**config.mk**
```make
export PLATFORM = sky130hd
export DESIGN_NAME = exec_stage
export DESIGN_NICKNAME = d
export VERILOG_FILES = /design/src/rtl/exec_stage.sv
export SDC_FILE = /design/constraint.sdc
export NUM_CORES = 1
export LEC_CHECK = 0
export CAP_MARGIN = 20
export CORE_MARGIN = 1.5
export CORE_UTILIZATION = 31
export DETAILED_ROUTE_END_ITERATION = 10
export MAX_ROUTING_LAYER = met4
export PLACE_DENSITY = 0.87
export SETUP_SLACK_MARGIN = 0.2
export SYNTH_ARGS = -nofsm -noshare
export SYNTH_HDL_FRONTEND = slang
export SYNTH_SLANG_ARGS = --single-unit
```
**constraint.sdc**
```tcl
create_clock -name CLK -period 1.9 [get_ports CLK]
set_input_delay 0.38 -clock CLK [delete_from_list [all_inputs] [get_ports CLK]]
set_output_delay 0.38 -clock CLK [all_outputs]
set_load 0.01 [all_outputs]
```
**src/rtl/exec_stage.sv**
```systemverilog
// exec_stage -- execute-stage controller sitting in front of the `alu` block.
//
// Accepts decoded ops over a valid/ready handshake, drives the ALU operand
// and control inputs, and captures the ALU result into a one-entry output
// register for writeback.
//
// Optional feature macro: MULT_ITER_EN
//   defined   : scalar MULT (0010) runs on an internal shift-add multiplier
//               taking WIDTH cycles; BUSY is high while it iterates.
//   undefined : MULT completes in one cycle through the ALU; BUSY is tied 0.
//
// Ports
//   CLK, RESET               clock, synchronous active-high reset
//   IN_VALID/IN_READY        issue handshake
//   IN_OP, IN_SRC_A/B, IN_RD operation, operands, destination tag
//   ALU_SRC_A/B, ALU_CONTROL to the alu
//   ALU_RESULT               from the alu ALU_OUT
//   OUT_VALID/OUT_READY      writeback handshake
//   OUT_RESULT, OUT_RD       registered result and destination tag
//   OUT_WE                   register-write enable (0 for NOP/undefined ops)
//   BUSY                     iterative multiplier running
module exec_stage #(
    parameter int WIDTH = 32,
    parameter int RD_W  = 5
) (
    input  logic             CLK,
    input  logic             RESET,
    input  logic             IN_VALID,
    output logic             IN_READY,
    input  logic [3:0]       IN_OP,
    input  logic [WIDTH-1:0] IN_SRC_A,
    input  logic [WIDTH-1:0] IN_SRC_B,
    input  logic [RD_W-1:0]  IN_RD,
    output logic [WIDTH-1:0] ALU_SRC_A,
    output logic [WIDTH-1:0] ALU_SRC_B,
    output logic [3:0]       ALU_CONTROL,
    input  logic [WIDTH-1:0] ALU_RESULT,
    output logic             OUT_VALID,
    input  logic             OUT_READY,
    output logic [WIDTH-1:0] OUT_RESULT,
    output logic [RD_W-1:0]  OUT_RD,
    output logic             OUT_WE,
    output logic             BUSY
);

    localparam logic [3:0] OP_NOP      = 4'b1111;
    localparam logic [3:0] OP_LAST_DEF = 4'b1010;   // SCRV, highest defined op

    // Opcodes 1011..1110 behave exactly like NOP.
    logic       op_defined;
    logic [3:0] in_ctrl;
    assign op_defined = (IN_OP <= OP_LAST_DEF);
    assign in_ctrl    = op_defined ? IN_OP : OP_NOP;

    logic             out_valid_reg,  out_valid_next;
    logic [WIDTH-1:0] out_result_reg, out_result_next;
    logic [RD_W-1:0]  out_rd_reg,     out_rd_next;
    logic             out_we_reg,     out_we_next;

    logic             idle;
    logic             accept;
    logic             load_alu;     // accepted op completes through the ALU
    logic             mul_done;     // final multiplier iteration this cycle
    logic [WIDTH-1:0] mul_result;
    logic [RD_W-1:0]  mul_rd;

`ifdef MULT_ITER_EN
    localparam logic [3:0] OP_MULT = 4'b0010;
    localparam int CNT_W = (WIDTH > 1) ? $clog2(WIDTH) : 1;
    localparam logic [CNT_W-1:0] CNT_LAST = CNT_W'(WIDTH - 1);

    typedef enum logic {S_IDLE, S_MUL} state_t;
    state_t state_reg, state_next;

    logic [WIDTH-1:0] mcand_reg,  mcand_next;
    logic [WIDTH-1:0] mplier_reg, mplier_next;
    logic [WIDTH-1:0] acc_reg,    acc_next;
    logic [WIDTH-1:0] acc_step;
    logic [CNT_W-1:0] cnt_reg,    cnt_next;
    logic [RD_W-1:0]  mul_rd_reg, mul_rd_next;
    logic             mul_start;

    assign mul_start = accept && (IN_OP == OP_MULT);

    // State register
    always_ff @(posedge CLK) begin
        if (RESET) state_reg <= S_IDLE;
        else       state_reg <= state_next;
    end

    // Next-state logic
    always_comb begin
        state_next = state_reg;
        case (state_reg)
            S_IDLE:  if (mul_start)         state_next = S_MUL;
            S_MUL:   if (cnt_reg == CNT_LAST) state_next = S_IDLE;
            default: state_next = S_IDLE;
        endcase
    end

    // FSM outputs
    always_comb begin
        idle     = (state_reg == S_IDLE);
        BUSY     = (state_reg == S_MUL);
        mul_done = (state_reg == S_MUL) && (cnt_reg == CNT_LAST);
    end

    // Shift-add datapath. The completing iteration forwards its accumulate
    // result straight into the output register.
    assign acc_step   = mplier_reg[0] ? (acc_reg + mcand_reg) : acc_reg;
    assign mul_result = acc_step;
    assign mul_rd     = mul_rd_reg;
    assign load_alu   = accept && !mul_start;

    always_comb begin
        mcand_next  = mcand_reg;
        mplier_next = mplier_reg;
        acc_next    = acc_reg;
        cnt_next    = cnt_reg;
        mul_rd_next = mul_rd_reg;
        if (mul_start) begin
            mcand_next  = IN_SRC_A;
            mplier_next = IN_SRC_B;
            acc_next    = '0;
            cnt_next    = '0;
            mul_rd_next = IN_RD;
        end else if (state_reg == S_MUL) begin
            acc_next    = acc_step;
            mcand_next  = mcand_reg << 1;
            mplier_next = mplier_reg >> 1;
            cnt_next    = cnt_reg + 1'b1;
        end
    end

    always_ff @(posedge CLK) begin
        if (RESET) begin
            mcand_reg  <= '0;
            mplier_reg <= '0;
            acc_reg    <= '0;
            cnt_reg    <= '0;
            mul_rd_reg <= '0;
        end else begin
            mcand_reg  <= mcand_next;
            mplier_reg <= mplier_next;
            acc_reg    <= acc_next;
            cnt_reg    <= cnt_next;
            mul_rd_reg <= mul_rd_next;
        end
    end
`else
    assign idle       = 1'b1;
    assign BUSY       = 1'b0;
    assign mul_done   = 1'b0;
    assign mul_result = '0;
    assign mul_rd     = '0;
    assign load_alu   = accept;
`endif

    // Handshake: accept only when idle and the output slot is free or
    // being drained this same cycle.
    assign IN_READY = idle && (!out_valid_reg || OUT_READY);
    assign accept   = IN_VALID && IN_READY;

    // While the multiplier runs the ALU is parked on NOP with zero operands.
    assign ALU_SRC_A   = idle ? IN_SRC_A : '0;
    assign ALU_SRC_B   = idle ? IN_SRC_B : '0;
    assign ALU_CONTROL = idle ? in_ctrl  : OP_NOP;

    // Output register: load wins over drain, so a same-cycle drain+accept
    // simply replaces the entry.
    always_comb begin
        out_valid_next  = out_valid_reg;
        out_result_next = out_result_reg;
        out_rd_next     = out_rd_reg;
        out_we_next     = out_we_reg;
        if (load_alu) begin
            out_valid_next  = 1'b1;
            out_result_next = ALU_RESULT;
            out_rd_next     = IN_RD;
            out_we_next     = op_defined;
        end else if (mul_done) begin
            out_valid_next  = 1'b1;
            out_result_next = mul_result;
            out_rd_next     = mul_rd;
            out_we_next     = 1'b1;
        end else if (out_valid_reg && OUT_READY) begin
            out_valid_next  = 1'b0;
        end
    end

    always_ff @(posedge CLK) begin
        if (RESET) begin
            out_valid_reg  <= 1'b0;
            out_result_reg <= '0;
            out_rd_reg     <= '0;
            out_we_reg     <= 1'b0;
        end else begin
            out_valid_reg  <= out_valid_next;
            out_result_reg <= out_result_next;
            out_rd_reg     <= out_rd_next;
            out_we_reg     <= out_we_next;
        end
    end

    assign OUT_VALID  = out_valid_reg;
    assign OUT_RESULT = out_result_reg;
    assign OUT_RD     = out_rd_reg;
    assign OUT_WE     = out_we_reg;

endmodule
```
# Yosys cells after proc, flatten, opt, wreduce, memory -nomap -nowiden
# Cells that the tools add are included.
word_totals:
  regBits: 39
  inputBits: 109
  word_cells: 13
classes:
  magnitude_cmp: 1
  n_mux: 3
  reduce_logical: 5
op_table:
  columns: ["operator", "n"]
  rows:
  - ["4-bit <= comparator, second input constant", 1]
  - ["4-bit 2-to-1 mux", 1]
  - ["1-bit logical AND", 2]
  - ["1-bit 2-to-1 mux", 2]
  - ["2-bit nonzero test", 1]
  - ["1-bit logical NOT", 1]
  - ["1-bit logical OR", 1]

# Depth between registers and ports, before layout
depth:
  word_depth: 4
  ltp_mapped: 5
  mapped_depth_nobuf: 4

# Worst setup path after synthesis
# Ideal clock, no wire load.
synth_timing:
  path_type: "reg2out"
  startpoint: "register out_valid_reg, in the netlist OUT_VALID"
  endpoint: "output IN_READY"
  arrival_ns: 0.755
  required_time_ns: 1.520
  setup_slack_ns: 0.765
  path_stages_with_launch: 4
  cell_sequence: "dfxtp_1 -> nor2b_4 -> inv_2 -> buf_2"
synth_between:
  elab_chain_len: 2
synth_lines:
  columns: ["item", "line", "text"]
  rows:
  - ["start: declaration", "55", "logic out_valid_reg, out_valid_next;"]
  - ["start signal: assignment", "198", "out_valid_reg <= out_valid_next;"]
  - ["1-bit logical NOT", "161", "assign IN_READY = idle && (!out_valid_reg || OUT_READY);"]
  - ["1-bit logical OR", "161", null]
  - ["end: declaration", "29", "output logic IN_READY,"]
# Every way passes these cells.

# Final worst setup path
layout_timing:
  startpoint: "input OUT_READY"
  endpoint: "output IN_READY"
layout_between:
  elab_chain_len: 1
layout_lines:
  columns: ["item", "line", "text"]
  rows:
  - ["start: declaration", "39", "input logic OUT_READY,"]
  - ["1-bit logical OR", "161", null]
# Every way passes these cells.

==> summary.md <==
| Metric | Value |
|---|---|
| Status | `completed` |
| Fin nets | `374` |
| Critical Path RT | `1520 ps` |
| P_int | `0.00141 W` |
| Die H | `84.0 um` |
| Area Growth Syn to Fin | `25.6%` |
| Worst path cell trace | `clkdlybuf4s50_1 -> nor2b_4 -> inv_2 -> dlygate4sd2_1` |
| Seq cells post-synth | `39` |
| RR Startpoint | `OUT_VALID$_SDFFE_PP0P_` |
| Leading area contributor after synthesis | `dfxtp_1` |
| Row count | `29` |
| Max FO, Critical Path | `2` |
| Final period util | `0.871` |
| R2R depth | `5` |
| R2r endpoint | `OUT_WE$_SDFFE_PP0P_` |
| Crit. Startpoint | `OUT_READY` |
| Fillers | `639` |
| Hold WC Path Type | `input port to register` |
| Max-slew violations | `0` |
| Total Routed Length | `5140 um` |
| Initial drt markers | `63` |
| CP Data Arrival Time | `1270 ps` |
| Syn Inst Count | `248` |
| Compound-gate portion of the synthesized area | `0.206` |
| Clock-pin slew on the worst setup and hold paths | `70 ps` |
| Largest family of logic cells by synthesized area | `buffers and inverters` |
| Syn Area/Cell | `8.20 sq um` |
| CTS Hold Bufs | `0` |
| Layout cells sized above 1 | `0.0789` |
| Seq/Total Area, Yosys | `0.384` |
| Reg2Reg Setup Slack | `560 ps` |
| Initial Util | `0.320` |
| Top-area cell type share of the netlist area | `0.384` |
| Switching Share | `0.245` |
| Clk root buf | `clkbuf_8` |
| Minimum clock period | `1650 ps` |
| RSZ-0062 raised after global routing | `false` |
| CTS buffer count | `5` |
| GPL Wtd Cong | `0.735` |
| Logic gate share of total power | `0.200` |
| Simple-gate area share of the yosys netlist | `0.0997` |
| Clock Sinks | `39` |
| WHS | `425 ps` |
| Hold Path End | `OUT_WE$_SDFFE_PP0P_` |
| Setup Skew | `4.44 ps` |
| Die X | `84.0 um` |
| WL per Instance | `15.0 um` |
| Diode count | `0` |
| Clock buffer depth | `2` |
| Setup_tns | `0 ps` |
| Largest net degree at the start of global routing | `40` |
| Crit path kind | `input port to primary output` |
| I/O Pins | `218` |
| Die area | `7050 sq um` |
| Reg power frac | `0.476` |
| Library cells used by synthesis | `15` |
| PortBufs | `88` |
| Dpl ws | `-120 ps` |
| Endpoints failing hold | `0` |
| Overflow after GRT | `0` |
| H-tree depth | `2` |
| Total placed instance area | `2460 sq um` |
| Final ANT Viol Nets | `0` |
| CTS tree | `yes` |
| Crit end category | `primary output` |
| Upper clock frequency limit | `0.604 GHz` |
| Pwr dens | `732 nW/um^2` |
| Multiplexer area fraction after synthesis | `0` |
| Hold Crit Start | `IN_OP[3]` |
| Vias in the first global route | `1,764` |
| Clk Latency, worst-skew pair | `280 ps` |
| Syn. warnings | `0` |
| VDD IR-drop max | `0.320 mV` |
| Number of vias per cell | `4.97` |
| Critical path launch point type | `input port` |
| Hpwl dp | `3450 um` |
| Via count | `1,706` |
| Clock group share of total power | `0.324` |
| Core box area | `6350 sq um` |
| Post-Synth XOR/XNOR Area | `0` |
| Overall routing resource usage | `0.148` |
| Slowest Stage Delay on Critical Path | `440 ps` |
| Initial antenna violation count | `0` |
| Hold path cells | `2` |
| DR pass1 iterations | `4` |
| First-pass GRT wire length | `8290 um` |
| Worst path slowest cell | `clkdlybuf4s50_1` |
| Synthesized net count | `357` |
| Final Instance Area | `2550 sq um` |
| Setup violators final | `0` |
| Setup ws final | `245 ps` |
| Post-synthesis instance area | `2030 sq um` |
| Synth area leaders | `dfxtp_1 38%, buf_4 24%, a21oi_1 9.6%` |
| Max Cap Violations | `0` |
| DR DRC count | `0` |
| Adder-Cell Fraction of Synth Area | `0` |
| Pleak | `0.954 nW` |
| Sw Pwr | `0.000458 W` |
-- state kept, by name (all words and copies together), names as in the netlist --
register    count
OUT_WE          1
OUT_RD          5
OUT_VALID       1
OUT_RESULT     32
-- synthesized netlist by cell type, drive strengths merged --
| cell type | n |
|---|---|
| a21o | 4 |
| a21oi | 39 |
| a311oi | 1 |
| buf | 80 |
| clkbuf | 6 |
| conb | 1 |
| dfxtp | 39 |
| inv | 2 |
| nand3 | 37 |
| nor2 | 1 |
| nor2b | 1 |
| o21ai | 37 |
-- logic make-up after synthesis --
kind of cell | Yosys count
other | 1
and+or+nand+nor | 39
AOI/OAI and AO/OA | 81
DFF | 39
buffers and inverters | 88
-- worst max-delay path: cells and delay by family --
kind / cells / cell delay (ps)
simple gates: 1 / 130
buf+inv: 3 / 770
-- layout make-up --
| class | count | area [sq um] | share of cell area |
|---|---|---|---|
| repair buffers | 96 | 943 | 0.369 |
| flip-flops and latches | 39 | 781 | 0.306 |
| multi-input cells | 121 | 626 | 0.245 |
| clock buffers | 8 | 100 | 0.0392 |
| well taps | 77 | 96.3 | 0.0377 |
| inverters | 2 | 7.51 | 0.00294 |
-- power groups by stage --
| stage | clock, W | sequential, W | combinational (W) |
|---|---|---|---|
| global placement | 0 | 0.000907 | 0.000373 |
| floorplan | 0 | 0.000929 | 0.000269 |
| finish | 0.000606 | 0.000890 | 0.000373 |
| global route | 0.000668 | 0.000895 | 0.000404 |
| detailed placement | 0 | 0.000909 | 0.000381 |
| CTS | 0.000635 | 0.000890 | 0.000379 |
-- stage by stage --
stage / utilization / power (W) / std cells
after floorplan: - / 0.00120 / 248
after global placement: 0.388 / 0.00128 / 335
after detailed placement: 0.388 / 0.00129 / 335
after CTS: 0.402 / 0.00190 / 343
after global routing: 0.402 / 0.00197 / 343
final: 0.402 / 0.00187 / 343
-- cell usage in the layout, fill, tap and decap left out --
master,Yosys,layout
a21o_1,4,4
a21oi_1,39,39
a311oi_1,1,1
buf_12,0,1
buf_2,9,1
buf_4,66,7
clkbuf_1,6,1
clkbuf_2,0,2
clkbuf_8,0,7
clkdlybuf4s50_1,0,80
conb_1,1,1
dfxtp_1,39,39
dlygate4sd2_1,0,2
dlymetal6s2s_1,0,3
inv_2,2,2
nand3_1,37,37
nor2_1,1,1
nor2b_4,1,1
o21ai_0,31,31
o21ai_1,6,6
-- layer usage --
layer  track usage  vias to the layer above  routed length (um)
met5             -                        -                   0
met4        0.0626                        0                 104
met3        0.0514                       24                 446
met2         0.246                       90                2390
met1         0.161                      781                2200
li1              -                      811                   -
-- how the worst max path moves through the flow --
| stage | to | slack (ps) | depth (start not counted) |
|---|---|---|---|
| 2_1_floorplan | IN_READY | 770 | 3 |
| 3_3_place_gp | ALU_CONTROL[2] | -100 | 4 |
| 3_5_place_dp | ALU_CONTROL[2] | -120 | 4 |
| 4_1_cts | ALU_CONTROL[2] | 70 | 4 |
| 5_1_grt | ALU_CONTROL[2] | 200 | 4 |
| 6_report | IN_READY | 250 | 4 |
-- repair_timing --
| action | 4_1_cts | 5_1_grt |
|---|---|---|
| cloned | 0 | 0 |
| gates resized for setup | 9 | 6 |
| endpoints found under the hold margin | 0 | 0 |
| setup buffers | 0 | 0 |
| pin swaps | 0 | 1 |
| setup endpoints to repair | 5 | 2 |
(Power assumes the default switching activity.)
